--- src/rtl/intersect_driver.sv ---
// Ray-triangle intersection driver.
// For one ray, it streams triangles 0..N-1 from triangle memory into the
// pipelined intersection unit. It then reduces the in-order hit results to
// the closest hit.
module intersect_driver #(
    parameter int                 IDX_W  = 16,
    parameter logic signed [31:0] T_INIT = 32'sh7fffffff
) (
    input  logic                     i_clk,
    input  logic                     i_rstn,
    input  logic                     i_start,
    input  logic signed [31:0]       i_ray [2][3],
    input  logic [IDX_W-1:0]         i_num_tri,
    output logic                     o_busy,
    output logic                     o_done,
    output logic                     o_hit,
    output logic signed [31:0]       o_t,
    output logic [IDX_W-1:0]         o_tri_idx,
    output logic                     o_tri_rd,
    output logic [IDX_W-1:0]         o_tri_addr,
    input  logic                     i_tri_gnt,
    input  logic                     i_tri_rvalid,
    input  logic signed [31:0]       i_tri [3][3],
    output logic                     o_isect_en,
    output logic signed [31:0]       o_isect_tri [3][3],
    output logic signed [31:0]       o_isect_ray [2][3],
    input  logic signed [31:0]       i_isect_t,
    input  logic                     i_isect_result,
    input  logic                     i_isect_valid
);

    typedef enum logic [1:0] {IDLE, RUN, DONE} state_t;

    state_t             state;
    logic [IDX_W-1:0]   num;
    logic [IDX_W-1:0]   req_cnt;
    logic [IDX_W-1:0]   fwd_cnt;
    logic [IDX_W-1:0]   ret_cnt;
    logic               hit;
    logic signed [31:0] best_t;
    logic [IDX_W-1:0]   best_idx;

    logic               fwd_acc;
    logic               ret_acc;
    logic               last_ret;
    logic               upd;
    logic [IDX_W-1:0]   ret_inc;
    logic               nxt_hit;
    logic signed [31:0] nxt_t;
    logic [IDX_W-1:0]   nxt_idx;

    // A strictly closer hit replaces the best one, so ties keep the earlier index.
    function automatic logic is_closer(input logic result,
                                       input logic signed [31:0] t,
                                       input logic signed [31:0] best);
        return result && (t < best);
    endfunction

    // Accept strobes and the candidate best-hit values, including the current return.
    always_comb begin
        fwd_acc  = (state == RUN) && i_tri_rvalid && (fwd_cnt < num);
        ret_acc  = (state == RUN) && i_isect_valid;
        ret_inc  = ret_cnt + IDX_W'(1);
        last_ret = ret_acc && (ret_inc == num);
        upd      = ret_acc && is_closer(i_isect_result, i_isect_t, best_t);
        nxt_hit  = hit | upd;
        nxt_t    = upd ? i_isect_t : best_t;
        nxt_idx  = upd ? ret_cnt : best_idx;
    end

    assign o_busy     = (state == RUN);
    assign o_tri_rd   = (state == RUN) && (req_cnt < num);
    assign o_tri_addr = req_cnt;

    // Control FSM: request counting, result reduction, and registered done and result outputs.
    always_ff @(posedge i_clk or negedge i_rstn) begin
        if (!i_rstn) begin
            state     <= IDLE;
            num       <= '0;
            req_cnt   <= '0;
            fwd_cnt   <= '0;
            ret_cnt   <= '0;
            hit       <= 1'b0;
            best_t    <= T_INIT;
            best_idx  <= '0;
            o_done    <= 1'b0;
            o_hit     <= 1'b0;
            o_t       <= T_INIT;
            o_tri_idx <= '0;
            for (int a = 0; a < 2; a++)
                for (int b = 0; b < 3; b++)
                    o_isect_ray[a][b] <= '0;
        end else begin
            o_done <= 1'b0;
            case (state)
                IDLE: begin
                    if (i_start) begin
                        o_isect_ray <= i_ray;
                        num         <= i_num_tri;
                        req_cnt     <= '0;
                        fwd_cnt     <= '0;
                        ret_cnt     <= '0;
                        hit         <= 1'b0;
                        best_t      <= T_INIT;
                        best_idx    <= '0;
                        if (i_num_tri == '0) begin
                            state     <= DONE;
                            o_done    <= 1'b1;
                            o_hit     <= 1'b0;
                            o_t       <= T_INIT;
                            o_tri_idx <= '0;
                        end else begin
                            state <= RUN;
                        end
                    end
                end
                RUN: begin
                    if (o_tri_rd && i_tri_gnt)
                        req_cnt <= req_cnt + IDX_W'(1);
                    if (fwd_acc)
                        fwd_cnt <= fwd_cnt + IDX_W'(1);
                    if (ret_acc) begin
                        ret_cnt  <= ret_inc;
                        hit      <= nxt_hit;
                        best_t   <= nxt_t;
                        best_idx <= nxt_idx;
                    end
                    if (last_ret) begin
                        state     <= DONE;
                        o_done    <= 1'b1;
                        o_hit     <= nxt_hit;
                        o_t       <= nxt_t;
                        o_tri_idx <= nxt_idx;
                    end
                end
                DONE: begin
                    state <= IDLE;
                end
                default: begin
                    state <= IDLE;
                end
            endcase
        end
    end

    // Forward stage: register returned triangle data into the intersection unit.
    always_ff @(posedge i_clk or negedge i_rstn) begin
        if (!i_rstn) begin
            o_isect_en <= 1'b0;
            for (int a = 0; a < 3; a++)
                for (int b = 0; b < 3; b++)
                    o_isect_tri[a][b] <= '0;
        end else begin
            o_isect_en <= fwd_acc;
            if (fwd_acc)
                o_isect_tri <= i_tri;
        end
    end

endmodule
--- config.mk ---
export PLATFORM = sky130hd
export DESIGN_NAME = intersect_driver
export DESIGN_NICKNAME = d
export VERILOG_FILES = /design/src/rtl/intersect_driver.sv
export SDC_FILE = /design/constraint.sdc
export NUM_CORES = 1
export LEC_CHECK = 0
export CORE_AREA = 2 2 428 430
export CTS_CLUSTER_DIAMETER = 40
export CTS_CLUSTER_SIZE = 28
export DETAILED_ROUTE_END_ITERATION = 10
export DIE_AREA = 0 0 430 432
export PLACE_DENSITY = 0.42
export SLEW_MARGIN = 20
export SYNTH_ARGS = -nofsm -noshare
export SYNTH_HDL_FRONTEND = slang
export SYNTH_SLANG_ARGS = --single-unit
--- constraint.sdc ---
create_clock -name i_clk -period 3.54 [get_ports i_clk]
set_clock_uncertainty 0.15 [all_clocks]
set_input_delay 0.708 -clock i_clk [delete_from_list [all_inputs] [get_ports i_clk]]
set_output_delay 0.708 -clock i_clk [all_outputs]
set_load 0.005 [all_outputs]
# == Yosys cells after proc, flatten, opt, wreduce, memory -nomap -nowiden ==
# Index checks and enable logic that the tools add are counted.
# word_totals
mem_bits_rw,0
ff_bits,646
mem_count,0
out_inout_bits,549
latch_bits,0
romBits,0
# op_classes
n_mux,37
eq_ne,8
n_addsub,3
reduce_logical,17
bitwise,1
div_mod_pow,0
n_shift,0
magnitude_cmp,3
multipliers,0
# op_table
cell,n
two-way mux 32 bit,6
one-hot mux 16 bit (2 select lines),5
two-way mux 16 bit,9
one-hot mux 32 bit (2 select lines),2
"adder 16 x 1 -> 16 bit, second input constant",3
< comparator 16 bit,2
< comparator 32 bit,1
== test 16 bit,1
zero test 16 bit,1
AND reduction 3 bit,3
logical AND 1 bit,8
two-way mux 1 bit,8
"!= test 2 x 1 -> 1 bit, second input constant",4
two-way mux 2 bit,3
one-hot mux 1 bit (2 select lines),3
"!= test 2 bit, second input constant",2
one-hot mux 2 bit (2 select lines),1
AND reduction 2 bit,2
AND reduction 4 bit,1
"== test 2 x 1 -> 1 bit, second input constant",1
zero test 2 bit,1
nonzero test 2 bit,1
OR 1 bit,1

# == Depth between registers and ports, before layout ==
# Gate-level depths: netlist of run 1.
# logic_depth
depth_word,6
mapped_depth,13
ltp_nobuf,11

# == Worst setup path after synthesis of run 1 ==
# OpenSTA, ideal clock, no wires.
# synth_timing
kind,input-to-reg
start,input i_isect_t[31]
end,register o_hit
path_stages,10
path_slack_ns,0.502
setup_time_ns,0.125
t_required_ns,3.265
arrival_time_ns,2.763
path_buffers,2
cell_sequence,ha_1 nand4_1 or4_1 nor3_1 a21oi_1 mux2i_1 buf_2 buf_4 a21oi_1 mux2_4
# synth_between
elab_chain_cells,6
# synth_rtl
item,line_no,source
"start, declared",27,"input logic signed [31:0] i_isect_t,"
< comparator 32 bit,56,return result && (t < best);
logical AND 1 bit,56,
logical AND 1 bit,65,"upd = ret_acc && is_closer(i_isect_result, i_isect_t, best_t);"
OR 1 bit,66,nxt_hit = hit | upd;
two-way mux 1 bit,128,if (last_ret) begin
one-hot mux 1 bit (2 select lines),95,case (state)
"end signal, assigned",131,o_hit <= nxt_hit;
"end, declared",16,"output logic o_hit,"
# No other way between the ends. The select of a mux whose other input is x is not followed.
# A chain may end at the register's enable or synchronous reset.

# == Worst setup path in the final report of run 1 ==
# layout_timing
start,"register req_cnt[1], in the netlist o_tri_addr[1]"
end,output o_tri_rd
# layout_between
elab_chain_cells,2
# layout_rtl
item,line_no,source
"start, declared",36,logic [IDX_W-1:0] req_cnt;
"start signal, assigned",119,req_cnt <= req_cnt + IDX_W'(1);
< comparator 16 bit,72,assign o_tri_rd = (state == RUN) && (req_cnt < num);
logical AND 1 bit,72,
"end, declared",19,"output logic o_tri_rd,"
# No other way between the ends.

==> flow_summary.toml, run 1 <==
[logic_synthesis]
synth-seq-area-share = 0.593
synthArstFlopShare = 1.00
synth_area_leaders = "dfrtp_1 53%, mux2_2 12%, nand2_1 9.1%"
synthTopCellsByCount = "664 x nand2_1, 584 x dfrtp_1, 288 x mux2_2"
syn_area_um2 = 27400
synth_nets = 2989
syn-instance-count = 2390
yosysUniqueCellTypes = 68
syn_avg_cell_area_um2 = 11.5
yosysTopAreaCellShare = 0.534
synth_edf_count = 0
yosys_register_bits = 646
yosysWarnings = 0
yosys.area.top_type = "dfrtp_1"
synth_flop_cell = "dfrtp_1"
synthMostInstantiatedCell = "nand2_1"

[drt]
via_per_inst = 3.72
dr.pass1.iters = 5
drc_errors = 0
drt_iter0_drc = 1085
vias = 22900
wl_um = 138000
ant_nets = 0
wl_per_cell_um = 22.3

[grt]
antenna_found_initial = 17
grt_overflow = 0
grt_pass1_vias = 23900
grt_pass1_wl_um = 188000
grt_usage = 0.143
grt_start_max_net_pins = 75

[placed_design]
dpl_cell_area_um2 = 42100
port_buffers = 1083
dp.final_hpwl_um = 108000
place_ws_ps = -636
place_congestion = 0.847

[die]
start_util = 0.151
pin_count = 1084
dieHeight_um = 432
chipWidth_um = 430
die_area_um2 = 186000
fp-row-count = 157
core_um2 = 182000

[sta]
finalCritPeriodShare = 0.956
worst_pin_slew_ps = 647
clock.fmax_mhz = 295
hold_viol_final = 0
maxSlewViolCount = 0
setup_ws_ps = 156
finalSetupViolations = 0
slew_headroom = 0.569
min_period_ps = 3380

[worst_hold_path]
hold_class = "in2reg"

[critical_path]
critPathMaxFanout = 5
crit_family = "compound AO/OA/AOI/OAI gates"
arrival_ps = 2530
slowest_stage = "dfrtp_1"
critPathKind = "reg2out"
critPathRequiredTime_ps = 2680
slowest_delay_ps = 450
critical_path.cell_chain = "ha_1 -> a21o_1 -> a21o_1 -> a21oi_1 -> o21ai_1 -> a21boi_2 -> buf_2"
crit_buf_inv = 1
cp_common_cell = "a21o_1"
start_kind = "flip-flop"
critical_path.endpoint_type = "primary output"

[clock_tree]
root_buffer = "clkbuf_16"
cts_tree = "built"
clock_sinks = 646
clk_latency_ps = 760
cts_buffers = 152
htree_levels = 4
cts_buffer_depth = 3
path_clk_slew_ps = 50

[finish]
seq_area_um2 = 16200
area_delta_synth_final_pct = 74.5
n_fill_cell = 19100
multiInputGateArea_um2 = 10400
fin_nets = 4250
fin_area_um2 = 47800
drive_gt1_frac = 0.219
utilization = 0.263

[run_status]
outcome = "complete, no violations"

[power]
finalPower_mw = 27.9
ir_worst_vdd_uv = 455
power.leakage_nw = 21.2
power.density_nw_per_um2 = 583

[run]
cap_violations = 0
==> metal layers <==
layer / global-route usage / wire length, um / up-vias / share of wire
li1: - / - / 10700 / -
met1: 0.160 / 52800 / 11300 / 0.38
met2: 0.235 / 67100 / 694 / 0.49
met3: 0.0664 / 12700 / 192 / 0.092
met4: 0.0578 / 4940 / 6 / 0.036
met5: 0 / 34 / - / 0.00025
==> state kept, by name, summed over array words and instances (netlist names) <==
signal / cells
o_isect_tri: 288
best_idx: 16
best_t: 32
o_done: 1
state: 2
o_tri_idx: 16
o_tri_addr: 16
ret_cnt: 16
o_isect_en: 1
o_hit: 1
o_t: 32
hit: 1
num: 16
fwd_cnt: 16
o_isect_ray: 192
==> power breakdown <==
part	leakage, nW	total [mW]	internal (mW)	switching, mW
clock network	2.63	14.7	9.88	4.87
registers	8.01	8.68	8.15	0.536
logic	10.5	4.44	2.43	2.00
total	21.2	27.9	20.5	7.41
==> repair_timing <==
item / in CTS / in global routing
setup buffers: 1 / 1
hold buffers: 1 / 0
resized for setup: 11 / 21
endpoints found under the hold margin: 17 / 0
cloned: 0 / 3
setup endpoints to repair: 43 / 90
pin swaps: 0 / 5
==> final timing paths <==
| check | from | endpoint | slack (ps) | depth (start not counted) |
|---|---|---|---|---|
| setup / recovery | o_tri_addr[1] | o_tri_rd | 160 | 7 |
| hold / removal | i_ray[111] | o_isect_ray[111] | 300 | 3 |
| setup reg to reg | best_t[25] | o_hit | 190 | 13 |
| hold reg to reg | o_isect_ray[142] | o_isect_ray[142] | 320 | 2 |
| max in group asynchronous | i_rstn | o_isect_ray[85] | 1840 | 4 |
| min in group asynchronous | i_rstn | o_tri_idx[2] | 360 | 2 |
==> cells by family after synthesis <==
group,count (synthesis),share of synthesized area
AND/OR/NAND/NOR,853,0.129
flip-flops,646,0.593
multiplexers,357,0.144
AO/OA/AOI/OAI,239,0.0639
buffers and inverters,208,0.0331
adder cells (fa/ha/maj),64,0.0292
XOR/XNOR,23,0.00736
==> placed cells by master (no fill, tap or decap), types with 63 or more instances in the layout <==
| cell | instances |
|---|---|
| o21ai_0 | 76 |
| nand2_1 | 662 |
| ha_1 | 63 |
| clkdlybuf4s50_1 | 1081 |
| buf_4 | 118 |
| dfrtp_1 | 583 |
| inv_1 | 72 |
| clkbuf_16 | 156 |
| mux2i_1 | 66 |
| mux2_2 | 288 |
==> worst min-delay path, stage by stage <==
cell and delay [ps]:
clkdlybuf4s50_1 400, nand2_1 60, nand2_1 40
==> area by class of cell <==
type | count | share of cell area
Antenna cell | 9 | 0.000471
Multi-Input combinational cell | 1536 | 0.217
Clock inverter | 82 | 0.0252
Timing Repair Buffer | 1239 | 0.261
Tap cell | 2385 | 0.0625
Clock buffer | 198 | 0.0881
Inverter | 76 | 0.00602
Sequential cell | 646 | 0.340
==> stage by stage <==
stage          TNS, ps  hold WS (ps)  instances
2_1_floorplan        0           262       2390
3_3_place_gp    -54690           307       5876
3_5_place_dp    -54060           311       5876
4_1_cts              0           214       6158
5_1_grt          -18.4           254       6167
6_report             0           304       6171
(Power assumes the default switching activity.)
==> run 2: changes to the inputs <==
CTS_CLUSTER_DIAMETER = default   (was 40)
clock period = 3.4 ns   (was 3.54 ns; I/O delays follow)
==> flow_summary.toml, run 2 (synthesized netlist as in run 1, its figures left out) <==
[clock_tree]
cts_buffer_depth = 3
clock_sinks = 646
clk_latency_ps = 710
cts_buffers = 86
cts_tree = "built"
htree_levels = 3
root_buffer = "clkbuf_16"
path_clk_slew_ps = 60

[power]
power.leakage_nw = 20.1
ir_worst_vdd_uv = 324
power.density_nw_per_um2 = 514

[worst_hold_path]
hold_class = "reg2reg"

[finish]
largestRegisters = "o_isect_tri: 288 flops, o_isect_ray: 192 flops"
largest_reg_flops = 288
fin_nets = 4211
fin_cells = 6081
max_flop_register = "o_isect_tri"
drive_gt1_frac = 0.214
final_cell_mix = "1,081 x clkdlybuf4s50_1, 662 x nand2_1, 581 x dfrtp_1"
mostFrequentLayoutCell = "clkdlybuf4s50_1"
area_delta_synth_final_pct = 67.8

[sta]
grt_setup_unrepaired = "yes"
min_period_ps = 3370
hold_viol_final = 0
worst_pin_slew_ps = 819
finalSetupTns_ps = 0
clock.fmax_mhz = 297
finalSetupViolations = 0
slew_headroom = 0.454
maxSlewViolCount = 0
finalCritPeriodShare = 0.990

[die]
core_um2 = 182000
chipWidth_um = 430
start_util = 0.151
die_area_um2 = 186000
pin_count = 1084
dieHeight_um = 432
fp-row-count = 157

[placed_design]
post-place-cells = 5887
place_congestion = 0.870
port_buffers = 1083
dp.final_hpwl_um = 109000

[drt]
dr.pass1.iters = 7
wl_per_cell_um = 22.7
drc_errors = 0
vias = 22800
via_per_inst = 3.74
ant_nets = 0
drt_iter0_drc = 992
wl_um = 138000

[grt]
grt_pass1_vias = 23300
grt_usage = 0.144
antenna_found_initial = 22
grt_overflow = 0
grt_pass1_wl_um = 188000
grt_start_max_net_pins = 80

[run]
cap_violations = 0

[critical_path]
critical_path.endpoint_type = "flip-flop"
start_kind = "flip-flop"
critPathMaxFanout = 7
critPathRequiredTime_ps = 3870
critPathKind = "reg2reg"
arrival_ps = 3830

[run_status]
outcome = "complete, no violations"
[run 2: cell count changes in the layout (fill, tap and decap cells not counted), moves of 7 or more]
cell,change
mux2i_2,+7
clkbuf_16,-64
ha_1,-12
clkinv_4,-9
mux2i_4,+8
clkbuf_1,-9
ha_4,+11
bufinv_16,-14
mux2i_1,-15
buf_4,+17
[run 2: worst paths after layout]
path / start / to / slack, ps / depth (start not counted)
worst max-delay path: best_t[11] / best_t[14] / 30 / 14
worst min-delay path: o_isect_ray[46] / o_isect_ray[46] / 320 / 2
worst max register to register: best_t[11] / best_t[14] / 30 / 14
worst min register to register: o_isect_ray[46] / o_isect_ray[46] / 320 / 2
max in group asynchronous: i_rstn / o_tri_addr[9] / 1680 / 3
min in group asynchronous: i_rstn / o_tri_addr[6] / 470 / 2
[run 2: cell type report]
type	count	area, um^2
Clock inverter	40	434
Inverter	76	292
Clock buffer	118	2460
Antenna cell	14	35.0
Sequential cell	646	16200
Timing Repair Buffer	1266	12800
Tap cell	2385	2980
Fill cell	19300	136000
Multi-Input combinational cell	1536	10700
[run 2: critical path, cell delays in order (launching register included)]
cell       delay (ps)
dfstp_2           530
inv_2              50
ha_4              260
and4_4            230
o31ai_1            60
or4_1             520
o211ai_1          180
a21oi_2            90
buf_4             150
mux2i_4           290
clkbuf_16         240
clkbuf_16         180
buf_4             110
nor2_1             30
a31oi_1           190
[run 2: repair_timing]
item | CTS | global route
pin swaps | 6 | 13
cloned | 5 | 4
hold endpoints to repair | 26 | 0
hold buffers | 1 | 0
resized for setup | 32 | 71
setup endpoints to repair | 99 | 73
setup buffers | 4 | 11
[run 2: metal layers]
metal  global-route usage  up-vias  part of all wire
li1                     -    10600                 -
met1                0.165    11400              0.39
met2                0.239      659              0.49
met3               0.0564      174             0.083
met4               0.0558        6             0.033
met5                    0        -           0.00022
[run 2: through the flow]
step	hold slack (ps)	total power, mW	setup slack [ps]	area, um^2	util
after floorplan	234	10.7	390	27400	-
after global placement	307	13.7	-812	42200	0.232
after detailed placement	311	13.7	-813	42200	0.232
after CTS	221	23.7	6.78	45400	0.250
after global routing	278	24.7	-84.8	45900	0.253
final	321	23.6	32.5	45900	0.253
[run 2: where the power goes]
part	total (mW)	leakage (nW)	internal [mW]	switching, mW
Combinational	5.07	10.7	2.83	2.23
Clock	9.48	1.43	5.55	3.93
Sequential	9.05	8.01	8.47	0.580
==> run 3: changes to the inputs <==
CTS_CLUSTER_SIZE = 40   (was 28)
SKIP_CTS_REPAIR_TIMING = 1   (was default)
SLEW_MARGIN = default   (was 20)
==> flow_summary.toml, run 3 (synthesized netlist as in run 1, its figures left out) <==
[run_status]
outcome = "complete, no violations"

[drt]
via_per_inst = 3.73
dr.pass1.iters = 5
drc_errors = 0
wl_per_cell_um = 22.7
ant_nets = 0
drt_iter0_drc = 906
wl_um = 138000
vias = 22700

[sta]
slew_headroom = 0.457
setup_ws_ps = 73.6
finalCritPeriodShare = 0.978
worst_pin_slew_ps = 814
clock.fmax_mhz = 301
hold_viol_final = 0
finalSetupViolations = 0
maxSlewViolCount = 0
finalSetupTns_ps = 0
min_period_ps = 3330
grt_setup_unrepaired = "yes"
fin_hold_ws_ps = 321

[finish]
utilization = 0.252
area_delta_synth_final_pct = 67.2
mostFrequentLayoutCell = "clkdlybuf4s50_1"
n_fill_cell = 19300
seq_area_um2 = 16200
largestRegisters = "o_isect_tri: 288 flops, o_isect_ray: 192 flops"
largest_reg_flops = 288
drive_gt1_frac = 0.207
multiInputGateArea_um2 = 10500
final_cell_mix = "1,081 x clkdlybuf4s50_1, 662 x nand2_1, 581 x dfrtp_1"
max_flop_register = "o_isect_tri"
fin_nets = 4208

[worst_hold_path]
hold_class = "reg2reg"

[placed_design]
place_ws_ps = -813
place_congestion = 0.870
dp.final_hpwl_um = 109000
port_buffers = 1083

[critical_path]
critical_path.endpoint_type = "flip-flop"
critPathKind = "reg2reg"
critPathRequiredTime_ps = 3880
critPathMaxFanout = 17
arrival_ps = 3810
start_kind = "flip-flop"

[power]
power.leakage_nw = 20.1
ir_worst_vdd_uv = 324
power.density_nw_per_um2 = 513
finalPower_mw = 23.5

[clock_tree]
path_clk_slew_ps = 60
root_buffer = "clkbuf_16"
clk_latency_ps = 700
clock_sinks = 646
htree_levels = 3
cts_buffers = 86
cts_buffer_depth = 3
cts_tree = "built"

[grt]
grt_usage = 0.143
grt_pass1_vias = 23200
antenna_found_initial = 22
grt_start_max_net_pins = 80
grt_pass1_wl_um = 187000
grt_overflow = 0

[die]
fp-row-count = 157
chipWidth_um = 430
pin_count = 1084
core_um2 = 182000
die_area_um2 = 186000
dieHeight_um = 432
start_util = 0.151

[run]
cap_violations = 0
==> run 3: through the flow <==
stage,area [um^2],instances
finish,45800,6077
global route,45800,6072
CTS,45100,6045
detailed placement,42200,5887
global placement,42200,5887
floorplan,27400,2390
==> run 3: worst max-delay path, cell delays in order, from the launching register on <==
cell	delay [ps]
dfstp_2	550
inv_1	70
ha_1	290
and4_1	210
o21ai_0	80
or4_1	520
o211ai_1	150
a21oi_1	110
buf_4	150
mux2i_4	180
buf_12	150
buf_12	140
buf_4	140
clkbuf_16	170
a31oi_1	180
==> run 3: final cells by class <==
type                            count  area share
Antenna cell                       13    0.000710
Clock buffer                      118      0.0538
Clock inverter                     40     0.00948
Inverter                           76     0.00628
Multi-Input combinational cell   1536       0.230
Sequential cell                   646       0.355
Tap cell                         2385      0.0652
Timing Repair Buffer             1263       0.280
==> run 3: final timing paths <==
| check | from | to | slack (ps) | cells past startpoint |
|---|---|---|---|---|
| min in group asynchronous | i_rstn | num[7] | 470 | 2 |
| min | o_isect_ray[32] | o_isect_ray[32] | 320 | 2 |
| max in group asynchronous | i_rstn | o_tri_addr[9] | 1700 | 3 |
| max reg2reg | best_t[6] | best_t[8] | 70 | 14 |
| min reg2reg | o_isect_ray[32] | o_isect_ray[32] | 320 | 2 |
| max | best_t[6] | best_t[8] | 70 | 14 |
==> run 3: power by group <==
part / total, mW / internal (mW) / leakage, nW / switching [mW]
Combinational: 4.97 / 2.78 / 10.7 / 2.19
Clock: 9.47 / 5.55 / 1.43 / 3.92
Sequential: 9.05 / 8.47 / 8.01 / 0.583
==> run 3: metal layers <==
metal	global-route usage	wire length [um]	vias up	share of wire
li1	-	-	10600	-
met1	0.164	54400	11300	0.39
met2	0.236	67700	627	0.49
met3	0.0559	11400	168	0.083
met4	0.0553	4440	6	0.032
met5	0	31	-	0.00022
